## config.mk

```make
export PLATFORM = sky130hd
export DESIGN_NAME = uart_8250_wb_initiator
export DESIGN_NICKNAME = d
export VERILOG_FILES = /design/src/rtl/uart_8250_pkg.sv /design/src/rtl/uart_8250_wb_initiator.sv
export SDC_FILE = /design/constraint.sdc
export NUM_CORES = 1
export LEC_CHECK = 0
export CORE_ASPECT_RATIO = 0.9
export CORE_UTILIZATION = 59
export CTS_BUF_LIST = sky130_fd_sc_hd__clkbuf_8
export CTS_CLUSTER_SIZE = 14
export DETAILED_ROUTE_END_ITERATION = 8
export DONT_BUFFER_PORTS = 1
export PLACE_DENSITY = 0.78
export SKIP_CTS_REPAIR_TIMING = 1
export SLEW_MARGIN = 20
export SYNTH_ARGS = -nofsm -noshare
export SYNTH_HDL_FRONTEND = slang
export SYNTH_SLANG_ARGS = --single-unit
export TNS_END_PERCENT = 50
```

## constraint.sdc

```tcl
create_clock -name CLK_I -period 1.8 [get_ports CLK_I]
set_input_delay 0.36 -clock CLK_I [delete_from_list [all_inputs] [get_ports CLK_I]]
set_output_delay 0.36 -clock CLK_I [all_outputs]
set_load 0.005 [all_outputs]
```

## src/rtl/uart_8250_pkg.sv

```systemverilog
// Shared definitions for the uart_8250 register file: register indices, LSR bit
// positions and the bus-initiator state encoding.
package uart_8250_pkg;

  localparam logic [2:0] RBR_THR_DLL = 3'd0;
  localparam logic [2:0] IER_DLM     = 3'd1;
  localparam logic [2:0] IIR_FCR     = 3'd2;
  localparam logic [2:0] LCR         = 3'd3;
  localparam logic [2:0] MCR         = 3'd4;
  localparam logic [2:0] LSR         = 3'd5;
  localparam logic [2:0] MSR         = 3'd6;
  localparam logic [2:0] SCR         = 3'd7;

  localparam int unsigned LSR_DR   = 32'd0;
  localparam int unsigned LSR_THRE = 32'd5;
  localparam int unsigned LSR_TEMT = 32'd6;

  typedef enum logic [1:0] {
    IDLE = 2'd0,
    BUS  = 2'd1,
    RESP = 2'd2
  } wb_state_e;

endpackage

```

## src/rtl/uart_8250_wb_initiator.sv

```systemverilog
// Wishbone classic initiator for the uart_8250 register file: one bus cycle per
// request, answered by a one-cycle response strobe carrying read data or a timeout.
module uart_8250_wb_initiator
  import uart_8250_pkg::*;
#(
  parameter logic [31:0] BASE_ADDR = 32'h1000_0000,
  parameter int unsigned REG_SHIFT = 32'd2,
  parameter int unsigned TIMEOUT   = 32'd255
) (
  input  logic        CLK_I,
  input  logic        RST_I,
  input  logic        req_valid,
  output logic        req_ready,
  input  logic        req_we,
  input  logic [2:0]  req_reg,
  input  logic [7:0]  req_wdata,
  output logic        rsp_valid,
  output logic [7:0]  rsp_rdata,
  output logic        rsp_err,
  output logic [31:0] ADR_O,
  output logic [31:0] DAT_O,
  input  logic [31:0] DAT_I,
  output logic        WE_O,
  output logic [3:0]  SEL_O,
  output logic        STB_O,
  output logic        CYC_O,
  input  logic        ACK_I
);

  localparam int unsigned      CNT_W      = (TIMEOUT > 32'd0) ? $clog2(TIMEOUT + 32'd1) : 32'd1;
  localparam logic [CNT_W-1:0] CNT_LAST   = CNT_W'(TIMEOUT - 32'd1);
  localparam bit               TIMEOUT_EN = (TIMEOUT != 32'd0);

  wb_state_e        state_r, state_s;
  logic [CNT_W-1:0] cnt_r, cnt_s;
  logic [31:0]      adr_r, adr_s;
  logic [31:0]      dat_r, dat_s;
  logic             we_r, we_s;
  logic [3:0]       sel_r, sel_s;
  logic             cyc_r, cyc_s;
  logic             rsp_valid_r, rsp_valid_s;
  logic [7:0]       rsp_rdata_r, rsp_rdata_s;
  logic             rsp_err_r, rsp_err_s;

  logic [31:0]      req_adr_s;
  logic [7:0]       ack_byte_s;
  logic             expire_s;

  assign req_adr_s  = BASE_ADDR + (32'(req_reg) << REG_SHIFT);
  // The lane is taken from the held address, so the byte picked matches SEL_O.
  assign ack_byte_s = 8'(DAT_I >> {adr_r[1:0], 3'b000});
  assign expire_s   = TIMEOUT_EN && (cnt_r == CNT_LAST);

  assign req_ready = (state_r == IDLE);
  assign rsp_valid = rsp_valid_r;
  assign rsp_rdata = rsp_rdata_r;
  assign rsp_err   = rsp_err_r;
  assign ADR_O     = adr_r;
  assign DAT_O     = dat_r;
  assign WE_O      = we_r;
  assign SEL_O     = sel_r;
  assign STB_O     = cyc_r;
  assign CYC_O     = cyc_r;

  // Next-state and next-output logic for the request/bus/response sequence.
  always_comb begin
    state_s     = state_r;
    cnt_s       = cnt_r;
    adr_s       = adr_r;
    dat_s       = dat_r;
    we_s        = we_r;
    sel_s       = sel_r;
    cyc_s       = cyc_r;
    rsp_valid_s = 1'b0;
    rsp_rdata_s = 8'h00;
    rsp_err_s   = 1'b0;
    case (state_r)
      IDLE: begin
        if (req_valid) begin
          state_s = BUS;
          cnt_s   = '0;
          adr_s   = req_adr_s;
          dat_s   = {4{req_wdata}};
          we_s    = req_we;
          sel_s   = 4'b0001 << req_adr_s[1:0];
          cyc_s   = 1'b1;
        end else begin
          state_s = IDLE;
        end
      end
      BUS: begin
        // An ACK arriving on the expiry cycle still completes normally.
        if (ACK_I) begin
          state_s     = RESP;
          cyc_s       = 1'b0;
          we_s        = 1'b0;
          sel_s       = 4'b0000;
          rsp_valid_s = 1'b1;
          rsp_rdata_s = we_r ? 8'h00 : ack_byte_s;
        end else if (expire_s) begin
          state_s     = RESP;
          cyc_s       = 1'b0;
          we_s        = 1'b0;
          sel_s       = 4'b0000;
          rsp_valid_s = 1'b1;
          rsp_err_s   = 1'b1;
        end else begin
          if (TIMEOUT_EN) begin
            cnt_s = cnt_r + CNT_W'(1);
          end else begin
            cnt_s = cnt_r;
          end
        end
      end
      RESP: begin
        state_s = IDLE;
      end
      default: begin
        state_s = IDLE;
        cyc_s   = 1'b0;
        we_s    = 1'b0;
        sel_s   = 4'b0000;
      end
    endcase
  end

  // State and registered bus/response outputs.
  always_ff @(posedge CLK_I or negedge RST_I) begin
    if (!RST_I) begin
      state_r     <= IDLE;
      cnt_r       <= '0;
      adr_r       <= 32'h0000_0000;
      dat_r       <= 32'h0000_0000;
      we_r        <= 1'b0;
      sel_r       <= 4'b0000;
      cyc_r       <= 1'b0;
      rsp_valid_r <= 1'b0;
      rsp_rdata_r <= 8'h00;
      rsp_err_r   <= 1'b0;
    end else begin
      state_r     <= state_s;
      cnt_r       <= cnt_s;
      adr_r       <= adr_s;
      dat_r       <= dat_s;
      we_r        <= we_s;
      sel_r       <= sel_s;
      cyc_r       <= cyc_s;
      rsp_valid_r <= rsp_valid_s;
      rsp_rdata_r <= rsp_rdata_s;
      rsp_err_r   <= rsp_err_s;
    end
  end

endmodule

```

==> results of run 1 <==
## worst max-delay path, delay by kind of cell, from the launching register on
kind | cells | cell delay (ns)
buffers and inverters | 2 | 0.27
DFF | 1 | 0.42
AOI/OAI and AO/OA | 2 | 0.39
adders and majority gates | 1 | 0.15
and+or+nand+nor | 2 | 0.36
## worst max-delay path by stage
| stage | startpoint | endpoint | slack, ns | cells past startpoint |
|---|---|---|---|---|
| 2_1_floorplan | cnt_r[0] | cnt_r[1] | 0.05 | 8 |
| 3_3_place_gp | cnt_r[0] | cnt_r[7] | 0.20 | 7 |
| 3_5_place_dp | cnt_r[0] | cnt_r[5] | 0.13 | 7 |
| 4_1_cts | cnt_r[0] | cnt_r[5] | 0.14 | 7 |
| 5_1_grt | cnt_r[0] | cnt_r[7] | 0.01 | 7 |
| 6_report | cnt_r[0] | cnt_r[5] | 0.13 | 7 |
## layer usage
layer | part of all wire | wire length [um] | vias to the layer above | GRT usage
met5 | 0 | 0 | - | 0
met4 | 0.016 | 44 | 0 | 0.102
met3 | 0.11 | 305 | 4 | 0.0851
met2 | 0.52 | 1450 | 74 | 0.319
met1 | 0.36 | 999 | 465 | 0.189
li1 | - | - | 444 | -
## final cells by class
cell class | instances | area [um2]
inverters | 2 | 7.51
clock inverters | 1 | 30.0
multi-input cells | 103 | 621
flip-flops and latches | 34 | 851
repair buffers | 6 | 60.1
well taps | 40 | 50.0
fillers | 245 | 1140
clock buffers | 6 | 82.6
## cell families after synthesis
family | synth area share
buf+inv | 0.259
simple gates | 0.118
flops | 0.464
compound gates | 0.0676
mux | 0.0758
fa+ha+maj | 0.0136
other cells | 0.00205
## report_power, final
part	switching, mW	total (mW)	internal [mW]
Sequential	0.281	1.24	0.958
Clock	0.255	0.698	0.442
Combinational	0.212	0.438	0.226
## Yosys cell counts
library cell and n:
sky130_fd_sc_hd__and2_1 8, sky130_fd_sc_hd__and3_1 2, sky130_fd_sc_hd__or2_2 1, sky130_fd_sc_hd__nand3_1 3
sky130_fd_sc_hd__a31oi_1 3, sky130_fd_sc_hd__ha_1 2, sky130_fd_sc_hd__nor4_1 2, sky130_fd_sc_hd__nand2b_1 2
sky130_fd_sc_hd__inv_1 2, sky130_fd_sc_hd__dfrtp_1 34, sky130_fd_sc_hd__nand2_1 4, sky130_fd_sc_hd__nor2_1 8
sky130_fd_sc_hd__nor2b_1 1, sky130_fd_sc_hd__mux2_2 11, sky130_fd_sc_hd__o21a_1 3, sky130_fd_sc_hd__mux2_4 1
sky130_fd_sc_hd__buf_2 1, sky130_fd_sc_hd__conb_1 1, sky130_fd_sc_hd__a41oi_1 1, sky130_fd_sc_hd__a21o_2 1
sky130_fd_sc_hd__a21oi_1 8, sky130_fd_sc_hd__a311o_1 1, sky130_fd_sc_hd__nand3b_1 1, sky130_fd_sc_hd__o21ai_0 3
sky130_fd_sc_hd__nor3b_1 4, sky130_fd_sc_hd__nand4_2 1, sky130_fd_sc_hd__buf_6 3, sky130_fd_sc_hd__or2_1 1
sky130_fd_sc_hd__buf_4 57
## state kept, by name, summed over array words and instances, names as in the netlist
name,flops
ADR_O,4
rsp_rdata,8
rsp_valid,1
state_r,2
WE_O,1
rsp_err,1
DAT_O,8
SEL_O,1
cnt_r,8
## metrics by stage
stage          power, mW  cell area [um2]  cells  setup WS, ns  hold WS [ns]
3_5_place_dp        1.68             1560    183         0.130        0.0651
4_1_cts             2.37             1670    190         0.136        -0.240
5_1_grt             2.54             1700    192        0.0148         0.133
2_1_floorplan       1.95             1950    200        0.0514        0.0644
6_report            2.37             1700    192         0.129         0.146
3_3_place_gp        1.65             1560    183         0.198        0.0650
## layout by cell type (no fill, tap or decap), drive strengths merged, types with 3 or more instances in the layout
master,Yosys,routed
a21oi,8,8
a31oi,3,3
and2,8,8
buf,61,5
clkbuf,0,6
conb,1,31
dfrtp,34,34
mux2,12,12
nand2,4,4
nand3,3,3
nor2,8,8
nor3b,4,4
o21a,3,3
o21ai,3,3
==> run summary, run 1 <==
Counting every sink on the clock net gives 34. After synthesis the netlist holds a flip-flop and latch count of 34. The logs give 0 for the number of failing hold endpoints at the final stage and 0.28 ns for the clock network latency to the later pin of the worst-skew pair. The run finished with clean final reports. The clock tree root buffer cell is sky130_fd_sc_hd__clkbuf_8. The pre-antenna-repair detailed-routing pass consisted of 4 iterations.

The shortest period the worst path allows was 1.67 ns; the final net count was 202. The layout cell share with drive strength beyond 1 is 0.178, and the core outline area is 2840 um2. For this run the aggregate overflow at the end of global routing stands at 0.

Clock transition at the registers of the reported paths: 0.07 ns. The detail-routed net length per standard cell was 14.6 um; the count of yosys warnings during synthesis was 0. The startpoint of the worst-slack reg-to-reg timing path is cnt_r[0]. The clock arrives with 0.00387 ns of skew. The unique cell type count in the Yosys netlist is 29, and the sequential area share after synthesis is 0.464. The via count of the first global-routing pass is 891, and the cell count of the worst hold path is 1. For the number of pins with negative max-slew slack in the final report, the log shows 0. By startpoint and endpoint, the worst setup path is classified as flop to flop. The detail-routed via count per cell works out to 5.14. The worst setup path is launched from a flop. The leakage component of the power is 0.824 nW, and the power per unit of standard cell area is 1400 nW/um2. From bottom edge to top edge, the die measures 54.9 um.

The tools report the pin count of the biggest net entering global routing as 35. For flop-to-flop paths, the worst setup slack is 0.13 ns. The die covers 3330 um2. The number of cells produced by synthesis was 170; the count of H-tree levels built during CTS was 2. In this run the critical register-to-register path is captured at cnt_r[5]. The tools report the global-route wire length before repair as 4.16 mm.

For the worst flop-to-flop path, the logic depth is 7. The detailed-route wire length came out at 2.80 mm. The signal on the critical path passes through inv_1 -> ha_1 -> nand3_1 -> o21a_1 -> or2_1 -> buf_4 -> a31oi_1. Setup violations remaining at the end of the flow were counted as 0. The run gives 1.87 ns as the worst endpoint data arrival time. The run gives 0.600 as the final core utilization.

For the total number of vias, the log shows 987. From left edge to right edge, the die measures 60.8 um. The wire-length estimate of the detail-placed layout is 2.04 mm. The share of Yosys cell area claimed by the top area cell type came out at 0.464.

In this run the cell area of the synthesized design comes to 1830 um2. The total global routing track utilization was 0.186; the number of cell rows was 18. The TritonCTS buffer count came out at 5. The tool flagged a number of max-cap violations equal to 0. In this design, the stage delay of the slowest critical-path cell is 0.42 ns.

The tightest min-delay check is of the primary input to flop type. Of all nets on the critical path, the largest fanout is 7. The final worst-path cycle share works out to 0.928. The congestion estimate from routability-driven global placement came to 0.776. Data on the critical path is required at its endpoint by 1.99 ns. The maximum buffer depth of the clock tree was 2; the worst supply voltage drop on vdd was 0.892 mV. The slowest stage of the critical path belongs to the cell sky130_fd_sc_hd__dfrtp_1.

End point of the worst hold path: rsp_err. TritonCTS built the clock tree. After synthesis, the cell types taking the most area are sky130_fd_sc_hd__dfrtp_1 (46%), sky130_fd_sc_hd__buf_4 (23%), sky130_fd_sc_hd__mux2_2 (6.8%). Type of destination of the critical path: a flop.

Derived from the worst setup path, the maximum achievable clock frequency is 598 MHz. The detail route stage leaves a number of antenna-violating nets equal to 0. Compared with the post-synthesis result, the final layout area differs by -7.17%.

The logs give 0 for the initial antenna violation count and 0 for the count of antenna diodes in the layout. The sum of negative setup slack was 0 ns. Mean instance size in the synthesized netlist: 10.8 um2. The origin of the worst min-delay path is ACK_I.

The run gives 0 as the remaining routing DRC violations. The run gives 41 as the violation count after the first detailed-route iteration. Setup repair after global routing left no endpoint under its margin.

The number of port buffers is 0. 130 I/O pins were placed. The library cell occupying the most area in the post-synthesis netlist is sky130_fd_sc_hd__dfrtp_1.

The starting density of the core was 0.646.
Power figures use the tool's default switching activity.
==> run 2: changes to the inputs <==
--- a/config.mk
+++ b/config.mk
@@ -6,12 +6,12 @@
 export NUM_CORES = 1
 export LEC_CHECK = 0
 export CORE_ASPECT_RATIO = 0.9
-export CORE_UTILIZATION = 59
-export CTS_BUF_LIST = sky130_fd_sc_hd__clkbuf_8
+export CORE_UTILIZATION = 56
+export CTS_BUF_LIST = sky130_fd_sc_hd__clkbuf_4 sky130_fd_sc_hd__clkbuf_8 sky130_fd_sc_hd__clkbuf_16
 export CTS_CLUSTER_SIZE = 14
 export DETAILED_ROUTE_END_ITERATION = 8
 export DONT_BUFFER_PORTS = 1
-export PLACE_DENSITY = 0.78
+export PLACE_DENSITY = 0.74
 export SKIP_CTS_REPAIR_TIMING = 1
 export SLEW_MARGIN = 20
 export SYNTH_ARGS = -nofsm -noshare
==> run 2 against run 1 <==
First-iteration DRC count shrank 9.8%. Via count unchanged. Sequential share of layout area increased by 1.7 points. Worst setup slack gained 0.017 ns. Clock power shrank 45%. Sequential cell count stayed put. Largest cell class unchanged. Routed wire length grew 1.6%. Combinational power grew 4%.
==> run summary, run 2 (synthesis gave the netlist of run 1 again) <==
The starting density of the core is 0.593, and the total setup violations reported at the end of the flow is 0. The via count of the first global-routing pass is 909. Peak-usage layer in the global routing report: met2.

The count of cells in the finished layout, fillers not included, comes to 195. The tools report the placed cell count as 185. In this run, CTS created clock tree buffers numbering 5.

STA classifies the critical path startpoint as a flop. TritonCTS built the clock tree. The logs give 0.160 for the routing usage on met1 and 2.05 ns for the data required time at the worst endpoint. The initial antenna violation count came out at 0.

The clock network latency to the later pin of the worst-skew pair was 0.33 ns; the HPWL after detailed placement was 2.10 mm. Port buffering added 0 buffers. The total global routing track utilization is 0.168, and the pin count of the biggest net entering global routing is 35.

Derived from the worst setup path, the maximum achievable clock frequency is 605 MHz. For this run the aggregate overflow at the end of global routing stands at 0. Leaving out fill and tap cells, the most frequent cell in the layout is sky130_fd_sc_hd__dfrtp_1. Of all nets on the critical path, the largest fanout is 7. The share of total power consumed by net switching came out at 0.357. The library cells used most frequently in the layout, excluding fill and tap cells, are sky130_fd_sc_hd__dfrtp_1 (34), sky130_fd_sc_hd__conb_1 (31), sky130_fd_sc_hd__mux2_2 (11).

The run gives 0.309 as the met2 usage in global routing. STA classifies the critical path endpoint as a flop. The shortest period the worst path allows came out at 1.65 ns. For this block, the routed nets add up to 2.84 mm of wire. The placement-stage cell area was 1560 um2; the internal portion of total power was 1.33 mW. Summing all multi-input logic gate instances after layout gives 621 um2. The number of ports placed on the die boundary is 130, and the area overhead of the layout relative to synthesis is -10.2%. After layout, the design draws a total of 2.07 mW. The kind of path behind the tightest hold check is primary input to flop.

The sum of negative setup slack came out at 0 ns. In the final routed layout, each cell accounts on average for 14.6 um. Number of cell rows: 19.

The first-pass detailed-route iteration total is 4. The largest individual stage delay along the critical path comes from the cell sky130_fd_sc_hd__dfrtp_1. In this run the static leakage power is 0.803 nW. The largest single stage delay on the critical path is 0.41 ns. The power per unit of standard cell area was 1260 nW/um2; the clock network fraction of design power was 0.185. Total number of vias: 987. STA puts the critical path data arrival time at 1.91 ns. For the max-cap check violation count, the log shows 0. Traced cell by cell, the critical path runs through inv_1 -> ha_1 -> nand3_1 -> o21a_1 -> or2_1 -> buf_4 -> a31oi_1. Summing all flip-flop and latch instances after layout gives 851 um2. The remaining antenna violation count after routing was 0.

The logs give 0.533 for the final core utilization and 0.00554 ns for the maximum clock skew at final layout. The tools report the sequential share of power as 0.594. The final worst-path cycle share works out to 0.919.

After clock tree synthesis, the clock-pin slew on the worst setup and hold paths is 0.10 ns. The layout cell share with drive strength beyond 1 was 0.183. Setup repair after global routing left no endpoint under its margin. The tools report the placer congestion estimate as 0.807. The remaining routing DRC violations was 0; the violation count after the first detailed-route iteration was 37.

The floorplan step defined a die boundary enclosing 3510 um2. For the share of power burned in combinational logic, the log shows 0.221. The final layout contains 203 nets.

The number of fill cells came out at 293. For the number of pins with negative max-slew slack in the final report, the log shows 0. 0 antenna diodes ended up in the layout.

The worst-case IR drop observed on VDD is 0.693 mV. The setup path with the least slack is of type flop to flop. The tools report the core outline area as 3090 um2. The tree is rooted in a sky130_fd_sc_hd__clkbuf_4. The flow ran to the end, and the final reports show no timing, DRC or antenna violations. The floorplan step set the die height to 56.3 um. CTS built an H-tree with a depth of 2. The finished cells cover 1650 um2. The net switching power of the design is 0.741 mW, and the global-route wire length before repair is 4.36 mm. From left edge to right edge, the die measures 62.3 um.

In the routed layout, each cell is associated on average with a via count of 5.06. The clock net in this run drives a total of 34 sinks. The number of failing hold endpoints at the final stage is 0, and the maximum buffer depth of the clock tree is 2.

Met3 capacity usage during global routing: 0.0630.
==> run 2: cell types whose count changed in the layout (fill, tap and decap cells not counted), sizes merged <==
| cell | before | now |
|---|---|---|
| bufinv | 1 | 0 |
| clkinv | 0 | 2 |
| buf | 5 | 6 |
| clkbuf | 6 | 5 |
==> run 2: power by group through the flow <==
stage | logic [mW] | registers, mW | clock network (mW)
CTS | 0.422 | 1.24 | 0.403
detailed placement | 0.419 | 1.26 | 0
floorplan | 0.803 | 1.15 | 0
global placement | 0.397 | 1.25 | 0
global route | 0.511 | 1.28 | 0.443
finish | 0.457 | 1.23 | 0.384
==> run 2: worst paths after layout <==
kind                       slack (ns)  depth (start not counted)        end     start
max                              0.15                          7   cnt_r[3]  cnt_r[0]
min                               0.1                          1    rsp_err     ACK_I
max reg2reg                      0.15                          7   cnt_r[3]  cnt_r[0]
min reg2reg                      0.49                          1   cnt_r[7]  cnt_r[7]
max in group asynchronous        1.16                          2   cnt_r[3]     RST_I
min in group asynchronous        0.45                          2  DAT_O[23]     RST_I
==> run 2: area by class of cell <==
cell class / instances / share of cell area
clock inverters: 2 / 0.00608
multi-input cells: 103 / 0.377
inverters: 2 / 0.00456
clock buffers: 5 / 0.0228
well taps: 42 / 0.0319
repair buffers: 7 / 0.0410
flip-flops and latches: 34 / 0.517
==> run 2: metrics by stage <==
stage                     hold slack (ns)  worst slack (ns)
after floorplan                    0.0644            0.0514
after global placement             0.0650             0.191
after detailed placement           0.0652             0.181
after CTS                          -0.315             0.141
after global routing               0.0712           0.00361
final                              0.0966             0.146
==> run 2: worst max-delay path: cells and delay by family, from the launching register on <==
| kind | cells | cell delay (ns) |
|---|---|---|
| flip-flops | 1 | 0.41 |
| AO/OA/AOI/OAI | 2 | 0.38 |
| AND/OR/NAND/NOR | 2 | 0.37 |
| buffers and inverters | 2 | 0.27 |
| adder cells (fa/ha/maj) | 1 | 0.14 |
==> run 2: layer usage <==
| metal | wire length (um) | up-vias | part of all wire |
|---|---|---|---|
| met1 | 981 | 484 | 0.35 |
| met5 | 0 | - | 0 |
| met2 | 1580 | 50 | 0.56 |
| met4 | 63 | 0 | 0.022 |
| met3 | 217 | 8 | 0.076 |
| li1 | - | 445 | - |
==> run 3: changes to the inputs <==
--- a/config.mk
+++ b/config.mk
@@ -5,7 +5,7 @@
 export SDC_FILE = /design/constraint.sdc
 export NUM_CORES = 1
 export LEC_CHECK = 0
-export CORE_ASPECT_RATIO = 0.9
+export CORE_MARGIN = 1.5
 export CORE_UTILIZATION = 56
 export CTS_BUF_LIST = sky130_fd_sc_hd__clkbuf_4 sky130_fd_sc_hd__clkbuf_8 sky130_fd_sc_hd__clkbuf_16
 export CTS_CLUSTER_SIZE = 14
@@ -13,7 +13,7 @@
 export DONT_BUFFER_PORTS = 1
 export PLACE_DENSITY = 0.74
 export SKIP_CTS_REPAIR_TIMING = 1
-export SLEW_MARGIN = 20
+export SLEW_MARGIN = 25
 export SYNTH_ARGS = -nofsm -noshare
 export SYNTH_HDL_FRONTEND = slang
 export SYNTH_SLANG_ARGS = --single-unit
==> run 3 against run 2 <==
Clock power increased by 5.2%. Largest cell class unchanged. Worst hold slack improved by 0.0097 ns. Via count decreased by 5.2%. Critical endpoint is now cnt_r[0]. Sequential share of layout area decreased by 0.20 points. Clock skew increased by 0.0051 ns. Routed wire length decreased by 0.88%. Core utilization increased by 0.42 points. Cell count increased by 0.51%. Largest power group unchanged. Maximum frequency decreased by 0.89%.
==> run summary, run 3 (synthesis gave the netlist of run 1 again) <==
The flow ran to the end, and the final reports show no timing, DRC or antenna violations. Input and output buffers added on the ports amount to 0. Pin placement for this block handled 130 I/O pins. In this design, the stage delay of the slowest critical-path cell is 0.42 ns. For the worst-skew pair, the clock arrives at the later sink with an insertion delay of 0.33 ns. The data required time at the worst endpoint came out at 2.04 ns.

Detailed routing inserted a total of 936 vias. Measured along the y axis, the die boundary spans 60.2 um. Row generation in the floorplan step produced 20 rows. The clock passes through at most 2 buffers.

Count of antenna diodes in the layout: 0. Along the worst path, the maximum fanout reaches 7. The area overhead of the layout relative to synthesis was -9.83%.

In the final design database the tool counted 202 nets. For the routing usage on met1, the log shows 0.150. The cell sitting at the root of the clock tree is a sky130_fd_sc_hd__clkbuf_4.

The total global routing track utilization is 0.157. The library cells used most frequently in the layout, excluding fill and tap cells, are sky130_fd_sc_hd__dfrtp_1 (34), sky130_fd_sc_hd__conb_1 (31), sky130_fd_sc_hd__mux2_2 (11). STA classifies the critical path startpoint as a flop.

The tools report the detailed-route wire length as 2.82 mm. Leftover overflow at the end of global routing: 0. For the remaining routing DRC violations, the log shows 0. The global-route wire length before repair is 4.04 mm.

Cell type group with the largest total delay on the critical path: flip-flops. The detail-routed net length per standard cell was 14.4 um. The met3 capacity usage during global routing is 0.0628. The H-tree generated during clock tree synthesis spans 2 levels. In this run the worst hold path is classified as primary input to flop. For this design, the slowest cell found on the critical path is sky130_fd_sc_hd__dfrtp_1. The logs give 0.537 for the final core utilization and 0.799 nW for the leakage component of the power. Setup violations remaining at the end of the flow were counted as 0. The maximum clock skew at final layout was 0.0107 ns. The tool flagged a number of max-cap violations equal to 0. The layout cell share with drive strength beyond 1 was 0.184; the worst endpoint data arrival time was 1.91 ns.

The violation count after the first detailed-route iteration came out at 34. Routability-driven placement finished with a final weighted congestion of 0.784. IR analysis of the VDD net gives a maximum drop of 0.310 mV. After floorplanning, the core was sized to cover 3080 um2.

The power per unit of standard cell area came out at 1250 nW/um2. The die is 60.2 um wide. Setup repair after global routing left no endpoint under its margin.

The critical path goes through inv_1 -> ha_1 -> nand3_1 -> o21a_1 -> or2_1 -> buf_4 -> o21ai_0. The shortest period the worst path allows was 1.67 ns; the HPWL after detailed placement was 2.17 mm. In this run the remaining antenna-violating nets after routing total 0. After clock tree synthesis, the clock-pin slew on the worst setup and hold paths is 0.09 ns. The peak-usage layer in the global routing report was met2. The final worst-path cycle share works out to 0.927.

Entering global routing, the biggest net connects 35 pins. Together, buffers and inverters on the worst path number 2. The first-pass detailed-route iteration total was 4; the initial antenna violation count was 0. Number of failing hold endpoints at the final stage: 0. The worst setup path is captured at a flop. For the number of sinks handled by clock tree synthesis, the log shows 34. TritonCTS built the clock tree. The library cell used most frequently in the layout, excluding fill and tap cells, is sky130_fd_sc_hd__dfrtp_1.

The number of pins with negative max-slew slack in the final report is 0. The met2 usage in global routing is 0.295. The via count of the first global-routing pass was 886; the detail-routed via count per cell was 4.78. Buffers inserted during clock tree synthesis total 5. The die covers 3630 um2.

Setup total negative slack on the finished layout was measured at 0 ns. Starting density of the core: 0.596. Critical path start-end classification: flop to flop. Derived from the worst setup path, the maximum achievable clock frequency is 599 MHz.
run 3: path summary, 6_finish.rpt:
check | from | to | slack (ns) | cells past startpoint
worst min register to register | ADR_O[28] | ADR_O[28] | 0.50 | 1
min in group asynchronous | RST_I | cnt_r[3] | 0.47 | 2
worst min-delay path | ACK_I | rsp_err | 0.11 | 1
worst max register to register | cnt_r[0] | cnt_r[0] | 0.13 | 7
max in group asynchronous | RST_I | cnt_r[2] | 1.15 | 2
worst max-delay path | cnt_r[0] | cnt_r[0] | 0.13 | 7
run 3: through the flow:
stage                     power [mW]  hold WS, ns  worst slack (ns)  cells  cell area [um2]
after detailed placement        1.67       0.0651             0.137    187             1560
final                           2.07        0.106             0.132    196             1650
after global placement          1.64       0.0651             0.220    187             1560
after floorplan                 1.95       0.0644            0.0514    200             1950
after global routing            2.25       0.0820            0.0267    196             1650
after CTS                       2.07       -0.300             0.106    194             1620
run 3: final cells by class:
type | count | area, um2
tap | 44 | 55.1
multi-input combinational | 103 | 627
inverter | 2 | 7.51
clock buffer | 7 | 52.6
timing repair buffer | 6 | 60.1
sequential | 34 | 851
fill | 285 | 1430
run 3: layer usage:
| layer | vias up | part of all wire |
|---|---|---|
| met5 | - | 0 |
| met4 | 0 | 0.013 |
| met3 | 6 | 0.066 |
| met2 | 37 | 0.59 |
| met1 | 457 | 0.33 |
| li1 | 436 | - |
run 3: power by group:
part / switching (mW) / internal [mW] / total, mW / leakage (nW)
Combinational: 0.212 / 0.226 / 0.439 / 0.333
Sequential: 0.275 / 0.956 / 1.23 / 0.434
Clock: 0.227 / 0.177 / 0.404 / 0.0322
